[config.mk]
export PLATFORM = sky130hd
export DESIGN_NAME = regif_arb_flat
export DESIGN_NICKNAME = d
export VERILOG_FILES = /design/src/rtl/regif_arb_if.sv /design/src/rtl/regif_arb.sv /design/src/flat_wrapper.sv
export SDC_FILE = /design/constraint.sdc
export NUM_CORES = 1
export LEC_CHECK = 0
export ABC_CLOCK_PERIOD_IN_PS = 3400
export CAP_MARGIN = 20
export CORE_ASPECT_RATIO = 0.5
export CORE_MARGIN = 5
export CORE_UTILIZATION = 38
export CTS_BUF_LIST = sky130_fd_sc_hd__clkbuf_4 sky130_fd_sc_hd__clkbuf_8 sky130_fd_sc_hd__clkbuf_16
export DETAILED_ROUTE_END_ITERATION = 16
export PLACE_DENSITY = 0.81
export SLEW_MARGIN = 10
export SYNTH_ARGS = -nofsm -noshare
export SYNTH_HDL_FRONTEND = slang
export SYNTH_SLANG_ARGS = --single-unit
[constraint.sdc]
create_clock -name clk -period 3.4 [get_ports clk]
set_input_delay 0.68 -clock clk [delete_from_list [all_inputs] [get_ports clk]]
set_output_delay 0.68 -clock clk [all_outputs]
set_load 0.1 [all_outputs]
[src/rtl/regif_arb_if.sv]
// regif_arb_if: REGIF claim/grant handshake plus shared IP2Bus/Bus2IP signals
interface regif_arb_if;
  logic [1:0]  my_regif;
  logic [1:0]  drv_regif;
  logic        rd_MstRd_Req;
  logic [31:0] rd_Mst_Addr;
  logic        wr_MstWr_Req;
  logic [31:0] wr_Mst_Addr;
  logic [31:0] wr_MstWr_d;
  logic [3:0]  wr_Mst_BE;
  logic        IP2Bus_MstRd_Req;
  logic        IP2Bus_MstWr_Req;
  logic [31:0] IP2Bus_Mst_Addr;
  logic [31:0] IP2Bus_MstWr_d;
  logic [3:0]  IP2Bus_Mst_BE;
  logic        Bus2IP_Mst_CmdAck;
  logic        Bus2IP_Mst_Cmplt;
  logic        Bus2IP_Mst_Error;
  logic        Bus2IP_MstRd_src_rdy_n;
  logic        rd_CmdAck;
  logic        rd_Cmplt;
  logic        rd_Error;
  logic        rd_src_rdy_n;
  logic        wr_CmdAck;
  logic        wr_Cmplt;
  logic        wr_Error;
  logic        lock_timeout;
  modport slave (
    output my_regif, IP2Bus_MstRd_Req, IP2Bus_MstWr_Req, IP2Bus_Mst_Addr, IP2Bus_MstWr_d, IP2Bus_Mst_BE,
           rd_CmdAck, rd_Cmplt, rd_Error, rd_src_rdy_n, wr_CmdAck, wr_Cmplt, wr_Error, lock_timeout,
    input  drv_regif, rd_MstRd_Req, rd_Mst_Addr, wr_MstWr_Req, wr_Mst_Addr, wr_MstWr_d, wr_Mst_BE,
           Bus2IP_Mst_CmdAck, Bus2IP_Mst_Cmplt, Bus2IP_Mst_Error, Bus2IP_MstRd_src_rdy_n
  );
  modport master (
    input  my_regif, IP2Bus_MstRd_Req, IP2Bus_MstWr_Req, IP2Bus_Mst_Addr, IP2Bus_MstWr_d, IP2Bus_Mst_BE,
           rd_CmdAck, rd_Cmplt, rd_Error, rd_src_rdy_n, wr_CmdAck, wr_Cmplt, wr_Error, lock_timeout,
    output drv_regif, rd_MstRd_Req, rd_Mst_Addr, wr_MstWr_Req, wr_Mst_Addr, wr_MstWr_d, wr_Mst_BE,
           Bus2IP_Mst_CmdAck, Bus2IP_Mst_Cmplt, Bus2IP_Mst_Error, Bus2IP_MstRd_src_rdy_n
  );
endinterface

[src/rtl/regif_arb.sv]
// regif_arb: round-robin REGIF grant/lock arbiter with bus mux, response steering and lock watchdog
module regif_arb #(
  parameter int          GRANT_SLOT = 4,
  parameter logic [31:0] TIMEOUT    = 32'd65535
) (
  input logic        clk,
  input logic        rst_n,
  regif_arb_if.slave bus
);
  typedef enum logic [1:0] {OFFER, GAP, LOCK} state_t;
  state_t      state, state_nxt;
  logic        own, own_nxt;
  logic [7:0]  slot_cnt, slot_nxt;
  logic [31:0] lock_cnt, lock_nxt;
  logic        timeout, timeout_nxt;
  logic        claim, l0, l1;
  assign claim = bus.drv_regif[own];
  always_comb begin
    state_nxt = state;
    own_nxt   = own;
    slot_nxt  = slot_cnt;
    if (state == OFFER) begin
      if (claim) state_nxt = LOCK;
      else if (slot_cnt == 8'(GRANT_SLOT - 1)) state_nxt = GAP;
      else slot_nxt = slot_cnt + 8'd1;
    end else if (state == GAP && claim) begin
      state_nxt = LOCK;
    end else if (state == GAP || !claim) begin
      state_nxt = OFFER;
      own_nxt   = !own;
      slot_nxt  = '0;
    end
    lock_nxt    = (state_nxt != LOCK) ? lock_cnt : (state != LOCK) ? '0 : (&lock_cnt) ? lock_cnt : lock_cnt + 32'd1;
    timeout_nxt = timeout | (state_nxt == LOCK && lock_nxt == TIMEOUT);
  end
  always_ff @(posedge clk) begin
    if (!rst_n) begin
      state    <= OFFER;
      own      <= 1'b0;
      slot_cnt <= '0;
      lock_cnt <= '0;
      timeout  <= 1'b0;
    end else begin
      state    <= state_nxt;
      own      <= own_nxt;
      slot_cnt <= slot_nxt;
      lock_cnt <= lock_nxt;
      timeout  <= timeout_nxt;
    end
  end
  assign l0 = state == LOCK && !own;
  assign l1 = state == LOCK && own;
  assign bus.my_regif         = (state == GAP) ? 2'b00 : {own, !own};
  assign bus.IP2Bus_MstRd_Req = l0 & bus.rd_MstRd_Req;
  assign bus.IP2Bus_MstWr_Req = l1 & bus.wr_MstWr_Req;
  assign bus.IP2Bus_Mst_Addr  = l0 ? bus.rd_Mst_Addr : l1 ? bus.wr_Mst_Addr : '0;
  assign bus.IP2Bus_MstWr_d   = l1 ? bus.wr_MstWr_d : '0;
  assign bus.IP2Bus_Mst_BE    = l1 ? bus.wr_Mst_BE : '0;
  assign bus.rd_CmdAck        = l0 & bus.Bus2IP_Mst_CmdAck;
  assign bus.rd_Cmplt         = l0 & bus.Bus2IP_Mst_Cmplt;
  assign bus.rd_Error         = l0 & bus.Bus2IP_Mst_Error;
  assign bus.rd_src_rdy_n     = !l0 | bus.Bus2IP_MstRd_src_rdy_n;
  assign bus.wr_CmdAck        = l1 & bus.Bus2IP_Mst_CmdAck;
  assign bus.wr_Cmplt         = l1 & bus.Bus2IP_Mst_Cmplt;
  assign bus.wr_Error         = l1 & bus.Bus2IP_Mst_Error;
  assign bus.lock_timeout     = timeout;
endmodule
[src/flat_wrapper.sv]
// flat-port wrapper written by rule: the top's interface ports become plain ports
module regif_arb_flat 
#(
  parameter int          GRANT_SLOT = 4,
  parameter logic [31:0] TIMEOUT    = 32'd65535
)
  (clk, rst_n, bus_my_regif, bus_IP2Bus_MstRd_Req, bus_IP2Bus_MstWr_Req, bus_IP2Bus_Mst_Addr, bus_IP2Bus_MstWr_d, bus_IP2Bus_Mst_BE, bus_rd_CmdAck, bus_rd_Cmplt, bus_rd_Error, bus_rd_src_rdy_n, bus_wr_CmdAck, bus_wr_Cmplt, bus_wr_Error, bus_lock_timeout, bus_drv_regif, bus_rd_MstRd_Req, bus_rd_Mst_Addr, bus_wr_MstWr_Req, bus_wr_Mst_Addr, bus_wr_MstWr_d, bus_wr_Mst_BE, bus_Bus2IP_Mst_CmdAck, bus_Bus2IP_Mst_Cmplt, bus_Bus2IP_Mst_Error, bus_Bus2IP_MstRd_src_rdy_n);
  regif_arb_if bus_i ();
  input logic clk;
  input logic rst_n;
  output wire logic [$bits(bus_i.my_regif)-1:0] bus_my_regif;
  output wire logic [$bits(bus_i.IP2Bus_MstRd_Req)-1:0] bus_IP2Bus_MstRd_Req;
  output wire logic [$bits(bus_i.IP2Bus_MstWr_Req)-1:0] bus_IP2Bus_MstWr_Req;
  output wire logic [$bits(bus_i.IP2Bus_Mst_Addr)-1:0] bus_IP2Bus_Mst_Addr;
  output wire logic [$bits(bus_i.IP2Bus_MstWr_d)-1:0] bus_IP2Bus_MstWr_d;
  output wire logic [$bits(bus_i.IP2Bus_Mst_BE)-1:0] bus_IP2Bus_Mst_BE;
  output wire logic [$bits(bus_i.rd_CmdAck)-1:0] bus_rd_CmdAck;
  output wire logic [$bits(bus_i.rd_Cmplt)-1:0] bus_rd_Cmplt;
  output wire logic [$bits(bus_i.rd_Error)-1:0] bus_rd_Error;
  output wire logic [$bits(bus_i.rd_src_rdy_n)-1:0] bus_rd_src_rdy_n;
  output wire logic [$bits(bus_i.wr_CmdAck)-1:0] bus_wr_CmdAck;
  output wire logic [$bits(bus_i.wr_Cmplt)-1:0] bus_wr_Cmplt;
  output wire logic [$bits(bus_i.wr_Error)-1:0] bus_wr_Error;
  output wire logic [$bits(bus_i.lock_timeout)-1:0] bus_lock_timeout;
  input wire logic [$bits(bus_i.drv_regif)-1:0] bus_drv_regif;
  input wire logic [$bits(bus_i.rd_MstRd_Req)-1:0] bus_rd_MstRd_Req;
  input wire logic [$bits(bus_i.rd_Mst_Addr)-1:0] bus_rd_Mst_Addr;
  input wire logic [$bits(bus_i.wr_MstWr_Req)-1:0] bus_wr_MstWr_Req;
  input wire logic [$bits(bus_i.wr_Mst_Addr)-1:0] bus_wr_Mst_Addr;
  input wire logic [$bits(bus_i.wr_MstWr_d)-1:0] bus_wr_MstWr_d;
  input wire logic [$bits(bus_i.wr_Mst_BE)-1:0] bus_wr_Mst_BE;
  input wire logic [$bits(bus_i.Bus2IP_Mst_CmdAck)-1:0] bus_Bus2IP_Mst_CmdAck;
  input wire logic [$bits(bus_i.Bus2IP_Mst_Cmplt)-1:0] bus_Bus2IP_Mst_Cmplt;
  input wire logic [$bits(bus_i.Bus2IP_Mst_Error)-1:0] bus_Bus2IP_Mst_Error;
  input wire logic [$bits(bus_i.Bus2IP_MstRd_src_rdy_n)-1:0] bus_Bus2IP_MstRd_src_rdy_n;
  assign bus_my_regif = bus_i.my_regif;
  assign bus_IP2Bus_MstRd_Req = bus_i.IP2Bus_MstRd_Req;
  assign bus_IP2Bus_MstWr_Req = bus_i.IP2Bus_MstWr_Req;
  assign bus_IP2Bus_Mst_Addr = bus_i.IP2Bus_Mst_Addr;
  assign bus_IP2Bus_MstWr_d = bus_i.IP2Bus_MstWr_d;
  assign bus_IP2Bus_Mst_BE = bus_i.IP2Bus_Mst_BE;
  assign bus_rd_CmdAck = bus_i.rd_CmdAck;
  assign bus_rd_Cmplt = bus_i.rd_Cmplt;
  assign bus_rd_Error = bus_i.rd_Error;
  assign bus_rd_src_rdy_n = bus_i.rd_src_rdy_n;
  assign bus_wr_CmdAck = bus_i.wr_CmdAck;
  assign bus_wr_Cmplt = bus_i.wr_Cmplt;
  assign bus_wr_Error = bus_i.wr_Error;
  assign bus_lock_timeout = bus_i.lock_timeout;
  assign bus_i.drv_regif = bus_drv_regif;
  assign bus_i.rd_MstRd_Req = bus_rd_MstRd_Req;
  assign bus_i.rd_Mst_Addr = bus_rd_Mst_Addr;
  assign bus_i.wr_MstWr_Req = bus_wr_MstWr_Req;
  assign bus_i.wr_Mst_Addr = bus_wr_Mst_Addr;
  assign bus_i.wr_MstWr_d = bus_wr_MstWr_d;
  assign bus_i.wr_Mst_BE = bus_wr_Mst_BE;
  assign bus_i.Bus2IP_Mst_CmdAck = bus_Bus2IP_Mst_CmdAck;
  assign bus_i.Bus2IP_Mst_Cmplt = bus_Bus2IP_Mst_Cmplt;
  assign bus_i.Bus2IP_Mst_Error = bus_Bus2IP_Mst_Error;
  assign bus_i.Bus2IP_MstRd_src_rdy_n = bus_Bus2IP_MstRd_src_rdy_n;
  regif_arb #(.GRANT_SLOT(GRANT_SLOT), .TIMEOUT(TIMEOUT)) u_core (.clk(clk), .rst_n(rst_n), .bus(bus_i));
endmodule
* Word-level counts from Yosys, hierarchy flattened
Cells that the tools add are included.
** Operators by class
- $add $sub $neg :: 2
- Multiply operators :: 0
- Divide/modulo/power cells :: 0
- Magnitude comparators :: 1
- Equal/unequal tests :: 10
- Shifts and indexed selects :: 0
- Multiplexer cells :: 20
- Bitwise gates (word level) :: 12
- Reduce and logical (&&, ||, !) cells :: 13
** Operators with widths (count)
- 32-bit two-way mux :: 6
- 8-bit two-way mux :: 5
- 32-bit by 1-bit adder with 32-bit output, second input constant :: 1
- 32-bit by 16-bit equality test with 1-bit output, second input constant :: 1
- 32-bit AND reduction :: 1
- 2-bit two-way mux :: 6
- 8-bit by 1-bit adder with 8-bit output, second input constant :: 1
- 1-bit AND :: 8
- 8-bit by 2-bit equality test with 1-bit output, second input constant :: 1
- 2-bit != test, second input constant :: 4
- 2-bit equality test, second input constant :: 2
- 1-bit logical AND :: 4
- 4-bit two-way mux :: 1
- 4-bit AND reduction :: 1
- 1-bit zero test :: 3
- 3-bit AND reduction :: 1
- 2-bit by 1-bit equality test with 1-bit output, second input constant :: 1
- 2-bit zero test :: 1
- 1-bit by 2-bit < comparator with 1-bit output, second input constant :: 1
- 1-bit two-way mux :: 2
- 2-bit by 1-bit != test with 1-bit output, second input constant :: 1
- 1-bit inverter :: 2
- 1-bit OR :: 2
- 2-bit nonzero test :: 1
- 1-bit logical OR :: 1
** Word-level totals
- Register bits after elaboration :: 44
- Latch bits :: 0
- Memory bits (writable) :: 0
- ROM bits :: 0
- Memories kept :: 0

* Depth between registers and ports, before layout
Gate-level depths: netlist of run 1.
- Depth in word-level cells :: 12
- Gate-level depth with buffers :: 10
- Depth with buffers taken out :: 9

* Worst setup path after synthesis of run 1
No wires, ideal clock.
- Kind :: flip-flop to output port
- Start point :: register u_core.state[0]
- End point :: output port bus_IP2Bus_Mst_Addr[10]
- Arrival time :: 1.978 ns
- Required time :: 2.720 ns
- Setup slack :: 0.742 ns
- Stages on the path, launching flop included :: 5
- Path buffers :: 1
- Cells stage by stage :: dfxtp_1 > nand2b_1 > nor2_1 > clkbuf_1 > a22o_1
** Between the ends
- Cells in the longest elaborated chain, start to end :: 4
** RTL lines
- start, declared :: line regif_arb.sv:11 : state_t state, state_nxt;
- start signal, assigned :: line regif_arb.sv:44 : state <= state_nxt;
- 2-bit equality test (*) :: line regif_arb.sv:51, regif_arb.sv:52
- 1-bit logical AND :: line regif_arb.sv:52 : assign l1 = state == LOCK && own;
- 32-bit two-way mux :: line regif_arb.sv:56 : assign bus.IP2Bus_Mst_Addr = l0 ? bus.rd_Mst_Addr : l1 ? bus.wr_Mst_Addr : '0;
- 32-bit two-way mux (*) :: line regif_arb.sv:56
- end, declared :: line flat_wrapper.sv:14 : output wire logic [$bits(bus_i.IP2Bus_Mst_Addr)-1:0] bus_IP2Bus_Mst_Addr;
Every way passes the cells marked *; elsewhere a longest branch is shown, timed or not.

* Final worst setup path of run 1
- Start point :: register u_core.state[1]
- End point :: output port bus_IP2Bus_MstWr_d[9]
** Between the ends
- Cells in the longest elaborated chain, start to end :: 3
** RTL lines
- 2-bit equality test :: line regif_arb.sv:52
- 1-bit logical AND :: line regif_arb.sv:52
- 32-bit two-way mux :: line regif_arb.sv:57 : assign bus.IP2Bus_MstWr_d = l1 ? bus.wr_MstWr_d : '0;
- end, declared :: line flat_wrapper.sv:15 : output wire logic [$bits(bus_i.IP2Bus_MstWr_d)-1:0] bus_IP2Bus_MstWr_d;
No other way between the ends.

==> results of run 1 <==
[Yosys cell counts, drive strengths merged, types with 3 or more instances]
library cell   n  share of area
nor2          51          0.061
nor3          12          0.026
and4           7          0.020
nand2         26          0.032
nand4b         3         0.0083
inv            6         0.0071
buf            6          0.012
a21oi          9          0.019
nor4           8          0.020
o21ai         10          0.017
and2          49          0.097
a22o          32          0.089
xor2          17          0.047
and3           4         0.0083
a311oi         3          0.010
nor4b          4          0.011
dfxtp         44           0.28
nand3         13          0.022
nand4         17          0.036
xnor2         19          0.055
clkbuf        14          0.017
or4            3         0.0083
or3            4         0.0095
[sequential cells by signal (all words and copies together), names as in the netlist]
| name | flops |
|---|---|
| u_core.own | 1 |
| u_core.state | 2 |
| u_core.lock_cnt | 32 |
| u_core.bus.lock_timeout | 1 |
| u_core.slot_cnt | 8 |
[cells in the final DEF (no fill, tap or decap), types with 3 or more instances in the layout]
cell and count:
nand4b_1 3, or3_1 3, and4_1 6, and2_1 49, inv_1 6, nor2_1 49
nand4_1 16, a21oi_1 7, dfxtp_1 44, o21ai_0 8, nand3_1 12, clkdlybuf4s50_1 109
clkbuf_16 5, nor4b_1 4, buf_12 16, nor3_1 9, a22o_1 32, xnor2_1 18
nand2_1 25, xor2_1 17, and3_1 3, buf_4 75, nor4_1 6
[routing by layer]
layer  up-vias  track usage  wire (um)
met4         0       0.0466        201
li1       1808            -          -
met1      1742        0.346       6110
met3        21       0.0546       1050
met5         -            0          0
met2       194        0.399       6340
[metrics by stage]
step,instances,hold WS [ns],area [um2],setup WS (ns),total power (W)
final,694,0.491,5360,0.472,0.00173
after detailed placement,686,0.479,5190,0.258,0.00118
after CTS,694,0.493,5360,0.483,0.00173
after global placement,686,0.484,5190,0.272,0.00118
after floorplan,394,0.467,3160,0.742,0.000918
after global routing,694,0.526,5360,0.246,0.00178
[cell families after synthesis]
family / after synthesis / synth area share
xor+xnor: 36 / 0.102
mux: 4 / 0.0135
compound gates: 71 / 0.179
simple gates: 211 / 0.383
flops: 44 / 0.279
fa+ha+maj: 2 / 0.00792
buf+inv: 26 / 0.0360
[power breakdown]
group / leakage [nW] / switching [W] / internal, W
clock network: 0.0798 / 0.000206 / 0.000345
registers: 0.355 / 0.0000105 / 0.000523
logic: 1.62 / 0.000408 / 0.000234
[cell type report]
cell class / instances / area [um2]
Sequential cell: 44 / 881
Clock buffer: 5 / 125
Tap cell: 112 / 140
Inverter: 6 / 22.5
Timing Repair Buffer: 200 / 1970
Multi-Input combinational cell: 324 / 2180
Clock inverter: 3 / 42.5
Fill cell: 674 / 2700
[worst max-delay path: stages, from the launching register on]
cell	delay, ns
dfxtp_1	0.46
nand2b_1	0.22
nor2_4	0.42
buf_4	0.38
and2_1	0.19
buf_4	0.29
[how the worst max path moves through the flow]
stage / slack (ns) / end / start / cells past startpoint
floorplan: 0.74 / bus_IP2Bus_Mst_Addr[10] / u_core.state[0] / 4
detailed placement: 0.26 / u_core.bus.lock_timeout / bus_drv_regif[0] / 9
CTS: 0.48 / bus_IP2Bus_MstWr_d[9] / u_core.state[1] / 5
global route: 0.25 / u_core.bus.lock_timeout / u_core.lock_cnt[20] / 9
finish: 0.47 / bus_IP2Bus_MstWr_d[9] / u_core.state[1] / 5
global placement: 0.27 / u_core.bus.lock_timeout / bus_drv_regif[1] / 9
==> results.ini, run 1 <==
[sta]
finalCritPeriodShare=0.861
fmax_mhz=342
fin_worst_skew_ns=0.00563
slew_headroom=0.640
rsz0062_at_grt=false
hold_violations=0
min_period_ns=2.93
tightest_slew_ns=0.538
setup_viol=0
final.setup.tns_ns=0
finalMaxSlewViolations=0

[power_and_ir_drop]
leakage_nw=2.06
powerDensity_nw_per_um2=322
ir_worst_vdd_mv=0.256

[cts]
post_cts_buffers=0
cts-htree-levels=2
worstSkewPairLatency_ns=0.29
path_clk_slew_ns=0.06
cts.sinks=44
cts_hold_buf=0
cts-buffers-inserted=5
cts_root_buffer=clkbuf_16
cts_tree=done
postCtsResizedCells=0
cts_max_path_buffers=2

[critical_path]
ff2ff_path_depth=9
reg2reg_from=u_core.lock_cnt[20]
crit_path_start_kind=register
cp_max_fo=35
crit_path_end_kind=primary output
critPathArrivalTime_ns=2.25
r2r-end=u_core.bus.lock_timeout
worstSetupPathType=reg -> out
crit_required_ns=2.72
rrSetupSlack_ns=0.49

[drt]
num_vias=3765
drc=0
drtIter0Drc=372
wl_per_cell_um=19.7
drtAntennaViolNets=0
routed_wl_um=13700
first_pass_iters=5
avgViaCountPerCell=5.43

[global_route]
grt_pass1_wl_um=20000
grt_overflow=0
grt_pass1_vias=3456
antenna_found_initial=0
grtUsageTotal=0.247
grt_max_degree=37

[yosys]
syn-num-nets=506
syn_area_um2=3160
syn_area_per_cell_um2=8.02
yosysSeqAreaShare=0.279
yosysWarnings=0
syn_inst=394
synth_edf_count=0
async_reset_ff_frac=0
ys_types=66
synth-main-ff-cell=dfxtp_1
ys_seq_elements=44

[floorplanning]
initial_utilization=0.392
ios=190
coreArea_um2=8060
fp-row-count=23
die_w_um=139
die_y_um=74.5
dieArea_um2=10400

[placed_design]
place.gp.congestion=0.940
place.port_buffers=189
dp_hpwl_um=11300

[final_layout]
final_layout_size_suffix_gt1_frac=0.213
areaGrowthSynthToFinish_pct=69.6
nets=693
final_util=0.665
diodes=0

[worst_hold_path]
hp-start=u_core.bus.lock_timeout
hold_path_depth=1
hp-class=reg -> reg
timing.hold.worst_endpoint=u_core.bus.lock_timeout

[flow_run]
maxCapViolations=0

[status]
status=completed

Power figures use the tool's default switching activity.
==> inputs of run 2 (changes only) <==
- CORE_ASPECT_RATIO: 0.5 -> 1.2
- CTS_CLUSTER_SIZE: unset -> 25
==> run 2 against run 1 <==
Compared with the run above:
- flip-flop and latch count stayed put
- clock-buffer cell count stayed put
- first-iteration DRC count shrank 10%
- worst setup slack got worse by 0.11 ns
- clock skew rose by 0.0025 ns
- sequential share of layout area increased by 0.21 points
- maximum frequency fell by 3.5%
- non-clock buffer count fell by 3
- wire length increased by 14%
==> results.ini, run 2 (same netlist as run 1, synthesis figures left out) <==
[sta]
setup_viol=0
hold_violations=0
tightest_slew_ns=0.638
slew_headroom=0.563
final.setup.tns_ns=0
fmax_mhz=330
min_period_ns=3.03
finalMaxSlewViolations=0
rsz0062_at_grt=false
fin_worst_skew_ns=0.00817
finalWorstSetupSlack_ns=0.365
finalCritPeriodShare=0.893

[final_layout]
final_util=0.653
final_layout_size_suffix_gt1_frac=0.209
fillers=729
most-common-layout-cells=clkdlybuf4s50_1 (109), buf_4 (68), and2_1 (49), nor2_1 (49), dfxtp_1 (44)
register_area_um2=881
top_regs=u_core.lock_cnt (32), u_core.slot_cnt (8), u_core.state (2)
layout_commonest_cell=clkdlybuf4s50_1
largest_register=u_core.lock_cnt
nets=690
largest_register_ffs=32
areaGrowthSynthToFinish_pct=67.5
multi_input_area_um2=2180

[placed_design]
dp_hpwl_um=13300
place.port_buffers=189
place.gp.congestion=1.01
pre_cts_ws_ns=0.139

[critical_path]
crit_path_start_kind=register
crit_cells=10
crit_chain=ha_1 -> nand4_1 -> or3_4 -> nor3_4 -> buf_4 -> nand4b_1 -> xor2_1 -> o2111ai_1 -> nor4b_1 -> a32o_1
reg2reg_from=u_core.lock_cnt[0]
ff2ff_path_depth=10
critPathMaxStageDelay_ns=0.52
crit_family=simple AND/OR/NAND/NOR gates
cp.buffers_inverters=1
worstSetupPathType=reg -> reg
crit_end=u_core.bus.lock_timeout
critPathLaunch=u_core.lock_cnt[0]
rrSetupSlack_ns=0.37
crit_path_end_kind=register
r2r-end=u_core.bus.lock_timeout
crit_required_ns=3.64
crit_path_top_delay_cell=or3_4
critPathArrivalTime_ns=3.28
cp_max_fo=13

[power_and_ir_drop]
p_clk_frac=0.226
seq_power_share=0.350
ir_worst_vdd_mv=0.197
p_switching_w=0.000626
p_int_w=0.000898
p_sw_frac=0.411
powerDensity_nw_per_um2=288
leakage_nw=2.01
combPwrFrac=0.424

[drt]
num_vias=3909
drtIter0Drc=334
first_pass_iters=7
drc=0
avgViaCountPerCell=5.79
wl_per_cell_um=23.1
routed_wl_um=15600
drtAntennaViolNets=0

[global_route]
grt_overflow=0
grt_pass1_wl_um=22000
grt_max_degree=37
antenna_found_initial=1
grt_pass1_vias=3679
grtUsageTotal=0.289

[cts]
cts_root_buffer=clkbuf_8
cts-htree-levels=2
cts_tree=done
post_cts_buffers=0
cts.sinks=44
cts_max_path_buffers=2
postCtsResizedCells=0
cts_hold_buf=0
worstSkewPairLatency_ns=0.30
cts-buffers-inserted=5
path_clk_slew_ns=0.09

[floorplanning]
dieArea_um2=10200
coreArea_um2=8110
initial_utilization=0.390
fp-row-count=36
die_y_um=110
ios=190
die_w_um=93.3

[flow_run]
maxCapViolations=0

[status]
status=completed

[worst_hold_path]
hp-class=reg -> reg

[run 2: changes by cell type in the layout (fill, tap and decap cells not counted), moves of 4 or more]
cell       change
buf_12         +4
buf_4          -7
clkbuf_16      -5
clkbuf_8       +5
[run 2: worst register-to-register path, stage by stage, from the launching register on]
cell	delay, ns
dfxtp_1	0.45
ha_1	0.29
nand4_1	0.28
or3_4	0.52
nor3_4	0.11
buf_4	0.22
nand4b_1	0.16
xor2_1	0.28
o2111ai_1	0.14
nor4b_1	0.33
a32o_1	0.20
[run 2: worst min path at each step]
stage	slack, ns	startpoint	end	cells past startpoint
after CTS	0.51	u_core.bus.lock_timeout	u_core.bus.lock_timeout	1
after global placement	0.48	u_core.slot_cnt[1]	u_core.slot_cnt[1]	2
after detailed placement	0.48	u_core.bus.lock_timeout	u_core.bus.lock_timeout	1
after global routing	0.54	u_core.bus.lock_timeout	u_core.bus.lock_timeout	1
after floorplan	0.47	u_core.slot_cnt[1]	u_core.slot_cnt[1]	2
final	0.51	u_core.bus.lock_timeout	u_core.bus.lock_timeout	1
[run 2: power groups by stage]
stage	sequential, W	combinational [W]	clock (W)
after floorplan	0.000541	0.000377	0
after global placement	0.000544	0.000640	0
after detailed placement	0.000545	0.000644	0
after CTS	0.000533	0.000645	0.000349
after global routing	0.000534	0.000666	0.000373
final	0.000533	0.000646	0.000345
[run 2: area by class of cell]
type / count / area share
Multi-Input combinational cell: 324 / 0.411
Timing Repair Buffer: 197 / 0.378
Sequential cell: 44 / 0.166
Tap cell: 95 / 0.0224
Clock buffer: 5 / 0.0130
Clock inverter: 3 / 0.00449
Inverter: 6 / 0.00425
Antenna cell: 1 / 0.000473
[run 2: per-stage QoR]
stage	instance area [um2]	hold WS [ns]	power (W)	cells
2_1_floorplan	3160	0.467	0.000918	394
3_3_place_gp	5200	0.482	0.00118	666
3_5_place_dp	5200	0.476	0.00119	666
4_1_cts	5290	0.507	0.00153	674
5_1_grt	5300	0.544	0.00157	675
6_report	5300	0.506	0.00152	675
[run 2: per-layer routing]
layer  vias to the layer above  track usage  wire length, um
li1                       1799            -                -
met1                      1843        0.369             6220
met2                       240        0.484             7580
met3                        27       0.0637             1420
met4                         0       0.0859              376
met5                         -            0                0
==> inputs of run 3 (changes only) <==
- CORE_MARGIN: 5 -> 1
==> run 3 against run 2 <==
Compared with the run above:
- core utilization is 2.2 points lower
- highest routed layer is now met5
- clock-buffer cell count stayed put
- total power is 1.8% lower
- first-iteration DRC count is 4.5% lower
- final area is 3.4% lower
- clock skew is 0.0037 ns higher
- global-route usage is 2.6 points higher
- die area is 15% lower
==> results.ini, run 3 (same netlist as run 1, synthesis figures left out) <==
[cts]
cts_root_buffer=clkbuf_8
cts_max_path_buffers=2
cts_hold_buf=0
cts_tree=done
cts.sinks=44
cts-htree-levels=2
worstSkewPairLatency_ns=0.31
postCtsResizedCells=0
cts-buffers-inserted=5
post_cts_buffers=0
path_clk_slew_ns=0.09

[critical_path]
crit_path_top_delay_cell=dfxtp_1
crit_chain=ha_1 -> nand4_1 -> buf_4 -> nor3_1 -> nand4_1 -> or4_1 -> mux2i_1 -> o311ai_1 -> nor4b_1 -> a32o_1
crit_path_end_kind=register
crit_required_ns=3.65
worstSetupPathType=reg -> reg
critPathMostFrequentCell=nand4_1
cp_max_fo=6
crit_path_start_kind=register
ff2ff_path_depth=10
critPathMaxStageDelay_ns=0.43
critPathArrivalTime_ns=3.24

[final_layout]
largest_register_ffs=32
areaGrowthSynthToFinish_pct=61.9
nets=693
top_regs=u_core.lock_cnt (32), u_core.slot_cnt (8), u_core.state (2)
final_layout_size_suffix_gt1_frac=0.213
fillers=756
most-common-layout-cells=clkdlybuf4s50_1 (109), buf_4 (87), and2_1 (49), nor2_1 (49), dfxtp_1 (44)
layout_commonest_cell=clkdlybuf4s50_1
largest_register=u_core.lock_cnt

[power_and_ir_drop]
powerDensity_nw_per_um2=292
leakage_nw=1.98
ir_worst_vdd_mv=0.153
total_power_w=0.00150

[sta]
tightest_slew_ns=0.515
final.setup.tns_ns=0
slew_headroom=0.655
min_period_ns=2.99
fin_worst_skew_ns=0.0119
finalMaxSlewViolations=0
fmax_mhz=335
finalCritPeriodShare=0.879
hold_violations=0
rsz0062_at_grt=false
setup_viol=0

[drt]
drtAntennaViolNets=0
drtIter0Drc=319
num_vias=3826
avgViaCountPerCell=5.63
first_pass_iters=5
drc=0
wl_per_cell_um=21.1
routed_wl_um=14300

[placed_design]
place.gp.congestion=0.963
dp_hpwl_um=12100
place.port_buffers=189

[worst_hold_path]
hold_path_depth=2
hp-class=reg -> reg

[flow_run]
maxCapViolations=0

[global_route]
grt_max_degree=66
grt_pass1_vias=3353
grt_pass1_wl_um=19900
grtUsageTotal=0.314
grt_overflow=0
antenna_found_initial=2

[floorplanning]
die_w_um=85.3
dieArea_um2=8690
die_y_um=102
coreArea_um2=8110
ios=190
fp-row-count=36
initial_utilization=0.390

[status]
status=completed

## run 3: cell types whose count changed in the layout (fill, tap and decap cells not counted), sizes merged
cell,delta
clkinvlp,-1
inv,+1
diode,+1
buf,+3
## run 3: area by class of cell
cell class / instances / area (um2) / area share
multi-input combinational: 324 / 2180 / 0.425
tap: 95 / 119 / 0.0232
antenna: 2 / 5.00 / 0.000978
timing repair buffer: 200 / 1820 / 0.356
sequential: 44 / 881 / 0.172
clock inverter: 3 / 21.3 / 0.00416
clock buffer: 5 / 68.8 / 0.0134
inverter: 6 / 22.5 / 0.00440
## run 3: power by group
part	switching (W)	total, W	internal (W)	leakage (nW)
Combinational	0.000409	0.000617	0.000209	1.58
Clock	0.000201	0.000347	0.000146	0.0446
Sequential	0.0000104	0.000532	0.000522	0.355
Total	0.000620	0.00150	0.000877	1.98
## run 3: worst max-delay path: cells and delay by family (launching register included)
family,cells,cell delay [ns]
AOI/OAI and AO/OA,2,0.31
adders and majority gates,1,0.27
buffers and inverters,1,0.25
DFF,1,0.43
muxes,1,0.15
and+or+nand+nor,5,1.53
## run 3: per-stage QoR
stage / cell area [um2] / hold WS (ns) / cells / worst slack [ns] / utilization
2_1_floorplan: 3160 / 0.467 / 394 / 0.742 / -
3_3_place_gp: 5020 / 0.485 / 669 / 0.268 / 0.619
3_5_place_dp: 5020 / 0.505 / 669 / 0.173 / 0.619
4_1_cts: 5110 / 0.520 / 677 / 0.442 / 0.631
5_1_grt: 5110 / 0.544 / 677 / 0.227 / 0.631
6_report: 5120 / 0.516 / 679 / 0.413 / 0.631
## run 3: metal layers
metal,GRT usage,vias up,wire [um]
li1,-,1809,-
met1,0.424,1783,5950
met2,0.476,209,6340
met3,0.0953,23,1610
met4,0.114,2,382
met5,0,-,11
## run 3: final timing paths
check	startpoint	endpoint	slack (ns)
setup / recovery	u_core.lock_cnt[0]	u_core.bus.lock_timeout	0.41
hold / removal	u_core.slot_cnt[1]	u_core.slot_cnt[1]	0.52
setup reg to reg	u_core.lock_cnt[0]	u_core.bus.lock_timeout	0.41
hold reg to reg	u_core.slot_cnt[1]	u_core.slot_cnt[1]	0.52
